### src/rtl/pong_pkg.sv
// Shared geometry, reset positions and colour codes for the Pong pixel generator.
package pong_pkg;

  localparam logic [9:0] H_ACTIVE  = 10'd640;
  localparam logic [9:0] V_ACTIVE  = 10'd480;
  localparam logic [9:0] WALL_L    = 10'd32;
  localparam logic [9:0] WALL_R    = 10'd39;
  localparam logic [9:0] PAD_L     = 10'd600;
  localparam logic [9:0] PAD_R     = 10'd603;
  localparam logic [9:0] PAD_H     = 10'd72;
  localparam logic [9:0] PAD_STEP  = 10'd3;
  localparam logic [9:0] BALL_SIZE = 10'd8;
  localparam logic [9:0] BALL_STEP = 10'd2;

  localparam logic [9:0] PAD_TOP0    = 10'd204;
  localparam logic [9:0] PAD_TOP_MAX = V_ACTIVE - PAD_H;
  localparam logic [9:0] BALL_X0     = 10'd320;
  localparam logic [9:0] BALL_Y0     = 10'd240;

  typedef enum logic [2:0] {
    COL_BLACK = 3'b000,
    COL_BLUE  = 3'b001,
    COL_GREEN = 3'b010,
    COL_RED   = 3'b100
  } color_t;

  // Inclusive range test on raster coordinates.
  function automatic logic in_span(input logic [9:0] v, input logic [9:0] lo,
                                   input logic [9:0] hi);
    return (v >= lo) && (v <= hi);
  endfunction

endpackage

### src/rtl/pong_ball_ctrl.sv
// Ball position and direction, advanced once per frame tick with wall/edge/paddle bounces.
module pong_ball_ctrl
  import pong_pkg::*;
(
  input  logic       clk,
  input  logic       rst_n,
  input  logic       tick,
  input  logic [9:0] pad_top,
  output logic [9:0] ball_x,
  output logic [9:0] ball_y
);

  logic       vx_neg, vy_neg;
  logic       vx_neg_nx, vy_neg_nx;
  logic [9:0] ball_r, ball_b, pad_bot;
  logic [9:0] x_nx, y_nx;
  logic       missed;

  assign ball_r  = ball_x + BALL_SIZE - 10'd1;
  assign ball_b  = ball_y + BALL_SIZE - 10'd1;
  assign pad_bot = pad_top + PAD_H - 10'd1;
  assign missed  = ball_x >= H_ACTIVE;

  // New direction comes from the current position; the step uses that new direction.
  always_comb begin
    vy_neg_nx = vy_neg;
    if (ball_y <= BALL_STEP) vy_neg_nx = 1'b0;
    if (ball_b >= V_ACTIVE - 10'd1 - BALL_STEP) vy_neg_nx = 1'b1;
    vx_neg_nx = vx_neg;
    if (ball_x <= WALL_R + BALL_STEP) vx_neg_nx = 1'b0;
    if (in_span(ball_r, PAD_L, PAD_R) && ball_b >= pad_top && ball_y <= pad_bot)
      vx_neg_nx = 1'b1;
    x_nx = vx_neg_nx ? ball_x - BALL_STEP : ball_x + BALL_STEP;
    y_nx = vy_neg_nx ? ball_y - BALL_STEP : ball_y + BALL_STEP;
  end

  always_ff @(posedge clk or negedge rst_n) begin
    if (!rst_n) begin
      ball_x <= BALL_X0;
      ball_y <= BALL_Y0;
      vx_neg <= 1'b1;
      vy_neg <= 1'b0;
    end else if (tick) begin
      if (missed) begin
        ball_x <= BALL_X0;
        ball_y <= BALL_Y0;
        vx_neg <= 1'b1;
        vy_neg <= 1'b0;
      end else begin
        ball_x <= x_nx;
        ball_y <= y_nx;
        vx_neg <= vx_neg_nx;
        vy_neg <= vy_neg_nx;
      end
    end
  end

endmodule

### src/rtl/pong_pixel_generator.sv
// Pong game state (paddle, ball) updated once per frame, plus registered RGB colour per raster pixel.
module pong_pixel_generator
  import pong_pkg::*;
(
  input  logic       i_clock,
  input  logic       i_reset,
  input  logic       i_up_but,
  input  logic       i_down_but,
  input  logic       i_display_on,
  input  logic [9:0] i_h_spot,
  input  logic [9:0] i_v_spot,
  output logic [2:0] o_color
);

  logic       match, match_q, tick;
  logic [9:0] pad_top, ball_x, ball_y;
  color_t     color_nx;

  // Raster coordinates dwell for several clocks; edge-detect to get one tick per frame.
  assign match = (i_v_spot == V_ACTIVE + 10'd1) && (i_h_spot == 10'd0);
  assign tick  = match && !match_q;

  always_ff @(posedge i_clock or negedge i_reset) begin
    if (!i_reset) match_q <= 1'b0;
    else          match_q <= match;
  end

  always_ff @(posedge i_clock or negedge i_reset) begin
    if (!i_reset) begin
      pad_top <= PAD_TOP0;
    end else if (tick) begin
      if (i_up_but && !i_down_but)
        pad_top <= (pad_top < PAD_STEP) ? 10'd0 : pad_top - PAD_STEP;
      else if (i_down_but && !i_up_but)
        pad_top <= (pad_top + PAD_STEP > PAD_TOP_MAX) ? PAD_TOP_MAX : pad_top + PAD_STEP;
    end
  end

  pong_ball_ctrl u_ball (
    .clk    (i_clock),
    .rst_n  (i_reset),
    .tick   (tick),
    .pad_top(pad_top),
    .ball_x (ball_x),
    .ball_y (ball_y)
  );

  always_comb begin
    color_nx = COL_BLACK;
    if (i_display_on) begin
      if (in_span(i_h_spot, WALL_L, WALL_R))
        color_nx = COL_BLUE;
      else if (in_span(i_h_spot, PAD_L, PAD_R) &&
               in_span(i_v_spot, pad_top, pad_top + PAD_H - 10'd1))
        color_nx = COL_GREEN;
      else if (in_span(i_h_spot, ball_x, ball_x + BALL_SIZE - 10'd1) &&
               in_span(i_v_spot, ball_y, ball_y + BALL_SIZE - 10'd1))
        color_nx = COL_RED;
    end
  end

  always_ff @(posedge i_clock or negedge i_reset) begin
    if (!i_reset) o_color <= COL_BLACK;
    else          o_color <= color_nx;
  end

endmodule

### config.mk
export PLATFORM = sky130hd
export DESIGN_NAME = pong_pixel_generator
export DESIGN_NICKNAME = d
export VERILOG_FILES = /design/src/rtl/pong_pkg.sv /design/src/rtl/pong_ball_ctrl.sv /design/src/rtl/pong_pixel_generator.sv
export SDC_FILE = /design/constraint.sdc
export NUM_CORES = 1
export LEC_CHECK = 0
export ABC_CLOCK_PERIOD_IN_PS = 10830
export CORE_ASPECT_RATIO = 0.9
export CORE_UTILIZATION = 25
export DETAILED_ROUTE_END_ITERATION = 12
export GPL_TIMING_DRIVEN = 0
export REMOVE_ABC_BUFFERS = 1
export SYNTH_ARGS = -nofsm -noshare
export SYNTH_HDL_FRONTEND = slang
export SYNTH_SLANG_ARGS = --single-unit
### constraint.sdc
create_clock -name i_clock -period 10.83 [get_ports i_clock]
set_clock_uncertainty 0.05 [all_clocks]
set_input_delay 2.166 -clock i_clock [delete_from_list [all_inputs] [get_ports i_clock]]
set_output_delay 2.166 -clock i_clock [all_outputs]
set_load 0.01 [all_outputs]
=== Word level (Yosys, flattened, before mapping) ===
Index checks and enable logic that the tools add are counted.

* Add/sub/neg operators: 12
* $lt $le $gt $ge: 20
* Equal/unequal tests: 1
* Mux-type cells: 18
* Reduce and logical (&&, ||, !) cells: 20

{| class="wikitable"
|+ Operator list
! operator !! number
|-
| $mux 10 || 8
|-
| $ge 10x10->1 || 4
|-
| $le 10x10->1 || 4
|-
| $add 10x2->10 const B || 3
|-
| $ge 10x10->1 const B || 3
|-
| $sub 10x1->10 const B || 3
|-
| $sub 10x2->10 const B || 3
|-
| $add 10x4->10 const B || 2
|-
| $le 10x10->1 const B || 2
|-
| $le 10x6->1 const B || 2
|-
| $logic_and 1x1->1 || 14
|-
| $mux 3 || 4
|-
| $add 10x7->10 const B || 1
|-
| $eq 10x9->1 const B || 1
|-
| $ge 10x6->1 const B || 1
|-
| $ge 10x9->1 const B || 1
|-
| $gt 10x9->1 const B || 1
|-
| $le 10x2->1 const B || 1
|-
| $logic_not 10->1 || 1
|-
| $lt 10x2->1 const B || 1
|-
| $mux 1 || 6
|-
| $logic_not 1->1 || 3
|-
| $reduce_and 2->1 || 1
|-
| $reduce_bool 2->1 || 1
|}

* Bits in registers: 36
* Bits of input ports: 25
* Output and inout bits: 3
* Logic and storage cells: 78

=== Depth between registers and ports, before layout ===
Gate-level depths: netlist (run 1).

* Word-level depth: 9
* Depth in mapped cells: 23
* Depth with buffers taken out: 22

=== Cells and area by module ===
A second synthesis (run 1) with hierarchy kept.

* Cell total of the unflattened synthesis: 625
* Area, all modules: 5154.9 um^2

{| class="wikitable"
|+ Modules (own cells, without submodules)
! module !! instances !! cells an instance !! area each (um^2)
|-
| pong_pixel_generator || 1 || 374 || 2975.4
|-
| pong_ball_ctrl || 1 || 251 || 2179.6
|}

=== Least setup slack after synthesis (run 1) ===
No wires, ideal clock.

* Kind: register to register
* Start point: reg u_ball.ball_y[1]
* End point: reg u_ball.ball_x[9]
* Setup time: 0.132 ns
* Arrival time: 4.478 ns
* Slack: 6.170 ns
* Cell stages (with the launch flop): 24
* Clock period less this slack: 4.660 ns
* Path through: dfrtp_1 -> buf_2 -> inv_1 -> ha_1 -> nand3b_1 -> o21ai_0 -> nand2_1 -> ha_1 -> o21a_1 -> nor2_1 -> or4_1 -> and4bb_1 -> nand2_1 -> o31a_4 -> inv_1 -> ha_1 -> nor2b_1 -> o21ai_0 -> a21boi_0 -> o21ai_0 -> a21oi_1 -> o211ai_1 -> mux2_4 -> o211ai_2

* Word-level cells in the longest chain between the ends: 8

{| class="wikitable"
|+ Ends and longest elaborated chain
! what !! line !! source
|-
| from (decl) || pong_ball_ctrl.sv:10 || <nowiki>output logic [9:0] ball_y</nowiki>
|-
| from (signal assigned) || pong_ball_ctrl.sv:51 || <nowiki>ball_y <= y_nx;</nowiki>
|-
| $add 10x4->10 || pong_ball_ctrl.sv:20 || <nowiki>assign ball_b = ball_y + BALL_SIZE - 10'd1;</nowiki>
|-
| $sub 10x1->10 || pong_ball_ctrl.sv:20 ||
|-
| $ge 10x10->1 || pong_ball_ctrl.sv:31 || <nowiki>if (in_span(ball_r, PAD_L, PAD_R) && ball_b >= pad_top && ball_y <= pad_bot)</nowiki>
|-
| $logic_and 1x1->1 || pong_ball_ctrl.sv:31 ||
|-
| $logic_and 1x1->1 (*) || pong_ball_ctrl.sv:31 ||
|-
| $mux 1 (*) || pong_ball_ctrl.sv:31 ||
|-
| $mux 10 (*) || pong_ball_ctrl.sv:33 || <nowiki>x_nx = vx_neg_nx ? ball_x - BALL_STEP : ball_x + BALL_STEP;</nowiki>
|-
| $mux 10 (*) || pong_ball_ctrl.sv:44 || <nowiki>if (missed) begin</nowiki>
|-
| to (signal assigned) || pong_ball_ctrl.sv:50 || <nowiki>ball_x <= x_nx;</nowiki>
|-
| to (decl) || pong_ball_ctrl.sv:9 || <nowiki>output logic [9:0] ball_x,</nowiki>
|}

Mark *: on every way between the ends. The rest lies on a longest branch, timed or not.
A chain may end at the register's enable or synchronous reset.

=== Worst setup path in the final report (run 1) ===
Same ends and word-level chain as after synthesis.

==> results.json, run 1 <==
{
  "instances_no_fill": 838,
  "drcViolationCount": 0,
  "clkLatencyLatePin_ps": 290,
  "ant_nets": 0,
  "worst_slew_pin_slew_ps": 1050,
  "fmax_ghz": 0.176,
  "layout_min_cycle_time_ps": 5690,
  "cts_tree": "built",
  "async_reset_ff_share_pct": 100,
  "cp-start-kind": "flip-flop",
  "cts-buffers-inserted": 5,
  "h-tree-depth": 2,
  "drive_gt1_share_pct": 6.75,
  "clock_sinks": 34,
  "relSlewSlack_pct": 28.8,
  "final_max_slew_viol_count": 0,
  "clkPwrFrac_pct": 50.3,
  "clockBufferDepth": 2,
  "root_buffer": "clkbuf_16",
  "power_density_nw_per_um2": 63.9,
  "synth-seq-cells": 34,
  "synth.avg_cell_area_um2": 8.11,
  "drv_cap": 0,
  "hp-class": "reg -> reg",
  "worstPathRequired_ps": 10990,
  "track_usage_pct": 13.7,
  "syn-cell-area_um2": 4720,
  "dp_hpwl_mm": 10.3,
  "swShare_pct": 25.2,
  "wl_per_cell_um": 15.5,
  "core_um2": 18500,
  "yosysUniqueCellTypes": 77,
  "area_delta_synth_final_pct": 13.2,
  "fin_crit_sh_pct": 52.5,
  "io_pins": 28,
  "wl_mm": 13.0,
  "critPathMaxFanout": 13,
  "vias": 4269,
  "peakVddDrop_mv": 0.0490,
  "routabilityCongestion": 0.858,
  "fin_nets": 705,
  "vias_per_cell": 5.09,
  "synth_edf_count": 0,
  "diodes": 0,
  "cts_setup_buffers": 0,
  "rows": 47,
  "power_frac_comb_pct": 12.4,
  "syn_inst": 582,
  "slowest_stage": "dfrtp_1",
  "grt_pass1_wl_mm": 21.6,
  "die_w_um": 147,
  "fin_setup_tns_ps": 0,
  "firstDrtPassIters": 4,
  "p_int_mw": 0.255,
  "antenna_found_initial": 0,
  "max_stage_delay_ps": 650,
  "power_leakage_nw": 2.24,
  "ctsResizeCount": 0,
  "drt-initial-drc-count": 213,
  "hold_viol": 0,
  "p_switching_mw": 0.0860,
  "dp_cells": 830,
  "run_status": "finished clean",
  "rsz0062_at_grt": "no",
  "fp.dieH_um": 132,
  "die_area_um2": 19400,
  "p_seq_share_pct": 37.3,
  "synth_flop_cell": "dfrtp_1",
  "holdBufCountCts": 0,
  "critPathCaptureType": "flip-flop",
  "setup_viol_count_final": 0,
  "path_cells": "inv_1 -> ha_1 -> nand3b_1 -> xnor2_1 -> inv_1 -> ha_1 -> a21o_1 -> a2111oi_0 -> o21ai_0 -> and4bb_1 -> a31oi_1 -> o31a_4 -> inv_1 -> ha_1 -> nor2b_1 -> o21ai_0 -> a21boi_0 -> o21ai_0 -> a21oi_1 -> o211ai_1 -> mux2_4 -> o211ai_2",
  "setup.worst_path.class": "reg -> reg",
  "ys_warn_count": 0,
  "clkTransAtPathRegs_ps": 70,
  "grt_pass1_vias": 4066,
  "arrival_ps": 5850,
  "yosysSeqAreaShare_pct": 18.3,
  "grt_max_degree": 35,
  "gr-total-overflow": 0,
  "initial_core_util_pct": 25.6,
  "port_buffers": 27
}
==> flip-flops by register name, summed over array words and instances, names as in the netlist <==
name,count
u_ball.ball_y,9
u_ball.vx_neg,1
match_q,1
u_ball.ball_x,9
pad_top,10
u_ball.vy_neg,1
o_color,3
==> Yosys cell counts (5+ instances only) <==
master	instances	area, µm²
a211oi_1	6	45.0
a21o_1	10	75.1
a21oi_1	35	175
buf_2	13	65.1
clkbuf_1	9	33.8
dfrtp_1	23	576
dfstp_2	11	289
ha_1	87	1090
inv_1	48	180
nand2_1	44	165
nand2b_1	5	31.3
nand3_1	16	80.1
nand4_1	11	68.8
nor2_1	36	135
nor2b_1	8	50.1
nor3_1	12	60.1
nor4_1	8	50.1
o211ai_1	6	45.0
o21a_1	9	67.6
o21ai_0	49	245
or3_1	9	56.3
or4_1	5	37.5
xnor2_1	25	219
==> cell families (layout without fill, tap and decap cells) <==
logic type | after synthesis | in the layout | share of synthesized area (%)
buffers and inverters | 72 | 83 | 6.31
flip-flops | 34 | 34 | 18.3
AO/OA/AOI/OAI | 178 | 178 | 25.8
multiplexers | 5 | 5 | 1.19
XOR/XNOR | 29 | 29 | 5.67
AND/OR/NAND/NOR | 176 | 176 | 19.3
adder cells (fa/ha/maj) | 88 | 88 | 23.5
==> placed cells by master, fill, tap and decap left out, types with 4 or more instances in the layout <==
cell type and instances:
a211oi_1 6, a21o_1 10, a21oi_1 35, a31oi_1 4, and3_1 4, clkbuf_16 5, clkdlybuf4s50_1 26, dfrtp_1 23
dfstp_2 11, ha_1 87, inv_1 48, nand2_1 44, nand2b_1 5, nand3_1 16, nand4_1 11, nor2_1 36
nor2b_1 8, nor3_1 12, nor4_1 8, o211ai_1 6, o21a_1 9, o21ai_0 49, o22ai_1 4, o31ai_1 4
or2_2 4, or3_1 9, or4_1 5, xnor2_1 25
==> final cells by class <==
| class | instances | area (µm²) |
|---|---|---|
| clock buffer | 5 | 125 |
| clock inverter | 3 | 45.0 |
| fill | 2034 | 13100 |
| inverter | 48 | 180 |
| multi-input combinational | 476 | 3560 |
| sequential | 34 | 865 |
| tap | 245 | 307 |
| timing repair buffer | 27 | 265 |
==> metrics by stage <==
| stage | setup WS, ps | hold slack, ps | area, µm² | util, % | total power [mW] |
|---|---|---|---|---|---|
| 6_report | 5140 | 461 | 5350 | 29.0 | 0.341 |
| 5_1_grt | 4480 | 470 | 5350 | 29.0 | 0.358 |
| 4_1_cts | 5180 | 457 | 5350 | 29.0 | 0.347 |
| 3_5_place_dp | 5020 | 442 | 5180 | 28.0 | 0.172 |
| 3_3_place_gp | 5030 | 426 | 5180 | 28.1 | 0.172 |
| 2_1_floorplan | 6170 | 399 | 4600 | - | 0.149 |
==> worst paths after layout <==
| kind | depth (start not counted) | endpoint | slack, ps | startpoint |
|---|---|---|---|---|
| worst max-delay path | 22 | u_ball.ball_x[9]$_DFFE_PN0P_ | 5140 | u_ball.ball_y[1]$_DFFE_PN0P_ |
| worst min-delay path | 2 | u_ball.vy_neg$_DFFE_PN0P_ | 460 | u_ball.vy_neg$_DFFE_PN0P_ |
| worst max register to register | 22 | u_ball.ball_x[9]$_DFFE_PN0P_ | 5140 | u_ball.ball_y[1]$_DFFE_PN0P_ |
| worst min register to register | 2 | u_ball.vy_neg$_DFFE_PN0P_ | 460 | u_ball.vy_neg$_DFFE_PN0P_ |
| max in group asynchronous | 1 | u_ball.ball_x[2]$_DFFE_PN0P_ | 8270 | i_reset |
| min in group asynchronous | 1 | pad_top[5]$_DFFE_PN0P_ | 1930 | i_reset |
==> worst max-delay path, delay by kind of cell (launching register included) <==
kind                     cells  cell delay, ps
flip-flops                   1             650
AO/OA/AOI/OAI               11            2250
buffers and inverters        3             450
AND/OR/NAND/NOR              3             740
XOR/XNOR                     1             360
multiplexers                 1             270
adder cells (fa/ha/maj)      3             870
==> routing by layer <==
| layer | track usage, % | share of wire [%] | vias to the layer above | routed length, µm |
|---|---|---|---|---|
| li1 | - | - | 2171 | - |
| met1 | 20.4 | 53 | 2036 | 6920 |
| met2 | 20.6 | 44 | 54 | 5660 |
| met3 | 0.969 | 2.0 | 8 | 266 |
| met4 | 4.92 | 1.3 | 0 | 163 |
| met5 | 0 | 0 | - | 0 |
==> power by group through the flow <==
stage	Clock, mW	Sequential [mW]	Combinational [mW]
floorplan	0	0.130	0.0196
global placement	0	0.130	0.0424
detailed placement	0	0.130	0.0424
CTS	0.177	0.127	0.0429
global route	0.182	0.127	0.0487
finish	0.172	0.127	0.0423
Power figures use the tool's default switching activity.
==> run 2: changes to the inputs <==
Settings changed: ABC_CLOCK_PERIOD_IN_PS 10830 to 4600.
Clock period 10.83 ns to 4.6 ns, I/O delays scaled along.
==> results.json, run 2 (same netlist as run 1, synthesis figures left out) <==
{
  "run_status": "finished, violations left",
  "violations": "setup timing",
  "clkTransAtPathRegs_ps": 70,
  "relSlewSlack_pct": 28.3,
  "io_pins": 28,
  "clockBufferDepth": 2,
  "worst_slew_pin_slew_ps": 1060,
  "largest_reg_flops": 10,
  "hp-class": "reg -> reg",
  "peakVddDrop_mv": 0.113,
  "drcViolationCount": 0,
  "p_total_mw": 0.806,
  "path_cells": "nand2_1 -> nor3_2 -> xnor2_2 -> ha_2 -> o21a_1 -> nor2_1 -> or4_1 -> and4bb_4 -> nand2_2 -> o31a_4 -> fa_2 -> nor2b_4 -> o21ai_2 -> a21boi_2 -> o21ai_2 -> a21oi_2 -> o211ai_1 -> mux2_4 -> o211ai_2",
  "clkLatencyLatePin_ps": 290,
  "wl_per_cell_um": 15.9,
  "grt_pass1_wl_mm": 22.0,
  "regMostFlops": "pad_top",
  "clock_sinks": 34,
  "instances_no_fill": 867,
  "cts_tree": "built",
  "drv_cap": 0,
  "fin_area_um2": 5790,
  "fin_nets": 734,
  "root_buffer": "clkbuf_16",
  "drt-initial-drc-count": 263,
  "r2r_slack_ps": -0.3,
  "dp_cells": 830,
  "worstPathRequired_ps": 4760,
  "cts-buffers-inserted": 5,
  "arrival_ps": 4760,
  "firstDrtPassIters": 4,
  "fp.dieH_um": 132,
  "vias_per_cell": 5.15,
  "grt_pass1_vias": 4148,
  "power_density_nw_per_um2": 139,
  "routabilityCongestion": 0.858,
  "h-tree-depth": 2,
  "slowest_stage": "dfstp_2",
  "critPathCaptureType": "flip-flop",
  "placed_area_um2": 5180,
  "drive_gt1_share_pct": 17.5,
  "final_cell_mix": "80 x ha_1, 44 x inv_1, 42 x nand2_1, 42 x o21ai_0, 35 x nor2_1",
  "vias": 4467,
  "wl_mm": 13.8,
  "ant_nets": 0,
  "path_common_cell": "o21ai_2",
  "port_buffers": 27,
  "fin_crit_sh_pct": 100,
  "setup_viol_count_final": 1,
  "max_stage_delay_ps": 630,
  "die_w_um": 147,
  "area_delta_synth_final_pct": 22.7,
  "dp_hpwl_mm": 10.3,
  "dpl_worst_slack_ps": -1040,
  "fmax_ghz": 0.217,
  "antenna_found_initial": 0,
  "diodes": 0,
  "fin_setup_tns_ps": -0.322,
  "layout_min_cycle_time_ps": 4600,
  "initial_core_util_pct": 25.6,
  "cp-start-kind": "flip-flop",
  "final_util_pct": 31.4,
  "fin_ws_ps": -0.322,
  "rows": 47,
  "die_area_um2": 19400,
  "core_um2": 18500,
  "track_usage_pct": 14.0,
  "final_max_slew_viol_count": 0,
  "critPathMaxFanout": 9,
  "final_common_cell": "ha_1",
  "holdBufCountCts": 0,
  "rsz0062_at_grt": "yes",
  "grt_max_degree": 35,
  "top_regs": "pad_top x10, u_ball.ball_x x9, u_ball.ball_y x9",
  "power_leakage_nw": 2.38,
  "setup.worst_path.class": "reg -> reg",
  "gr-total-overflow": 0,
  "whs_ps": 458,
  "hold_viol": 0
}
run 2: changes by cell type in the layout (fill, tap and decap cells not counted), sizes merged:
cell / change
clkinvlp: +1
buf: +29
inv: -1
run 2: routing by layer:
layer  part of all wire [%]  GRT usage (%)
met1                     51           20.7
met2                     45           21.5
met3                    3.1           1.00
met4                    1.6           4.28
met5                      0              0
run 2: worst max-delay path: cells and delay by family (launching register included):
| family | cells | cell delay, ps |
|---|---|---|
| multiplexers | 1 | 270 |
| AO/OA/AOI/OAI | 8 | 1210 |
| XOR/XNOR | 1 | 140 |
| adder cells (fa/ha/maj) | 2 | 740 |
| flip-flops | 1 | 630 |
| AND/OR/NAND/NOR | 7 | 1470 |
run 2: worst paths after layout:
| check | startpoint | endpoint | depth (start not counted) |
|---|---|---|---|
| setup / recovery | u_ball.ball_y[6]$_DFFE_PN1P_ | u_ball.ball_x[9]$_DFFE_PN0P_ | 19 |
| min in group asynchronous | i_reset | o_color[2]$_DFF_PN0_ | 1 |
| hold / removal | u_ball.vy_neg$_DFFE_PN0P_ | u_ball.vy_neg$_DFFE_PN0P_ | 2 |
| setup reg to reg | u_ball.ball_y[6]$_DFFE_PN1P_ | u_ball.ball_x[9]$_DFFE_PN0P_ | 19 |
| max in group asynchronous | i_reset | u_ball.ball_y[2]$_DFFE_PN0P_ | 1 |
| hold reg to reg | u_ball.vy_neg$_DFFE_PN0P_ | u_ball.vy_neg$_DFFE_PN0P_ | 2 |
run 2: layout make-up:
type                       instances  area [µm²]
fill                            1967       12700
clock buffer                       5         125
sequential                        34         868
clock inverter                     3        45.0
inverter                          48         186
tap                              245         307
timing repair buffer              56         490
multi-input combinational        476        3770
run 2: what timing repair did:
action | in CTS | in global routing
buffers inserted | 12 | 17
endpoints found under the setup margin | 7 | 4
endpoints found under the hold margin | 0 | 0
pin swaps | 10 | 24
resized for setup | 28 | 31
run 2: report_power, final:
group	leakage (nW)	switching, mW	total [mW]	internal (mW)
logic	1.92	0.0547	0.101	0.0460
registers	0.386	0.0000645	0.300	0.300
clock network	0.0760	0.149	0.405	0.256
total	2.38	0.204	0.806	0.602
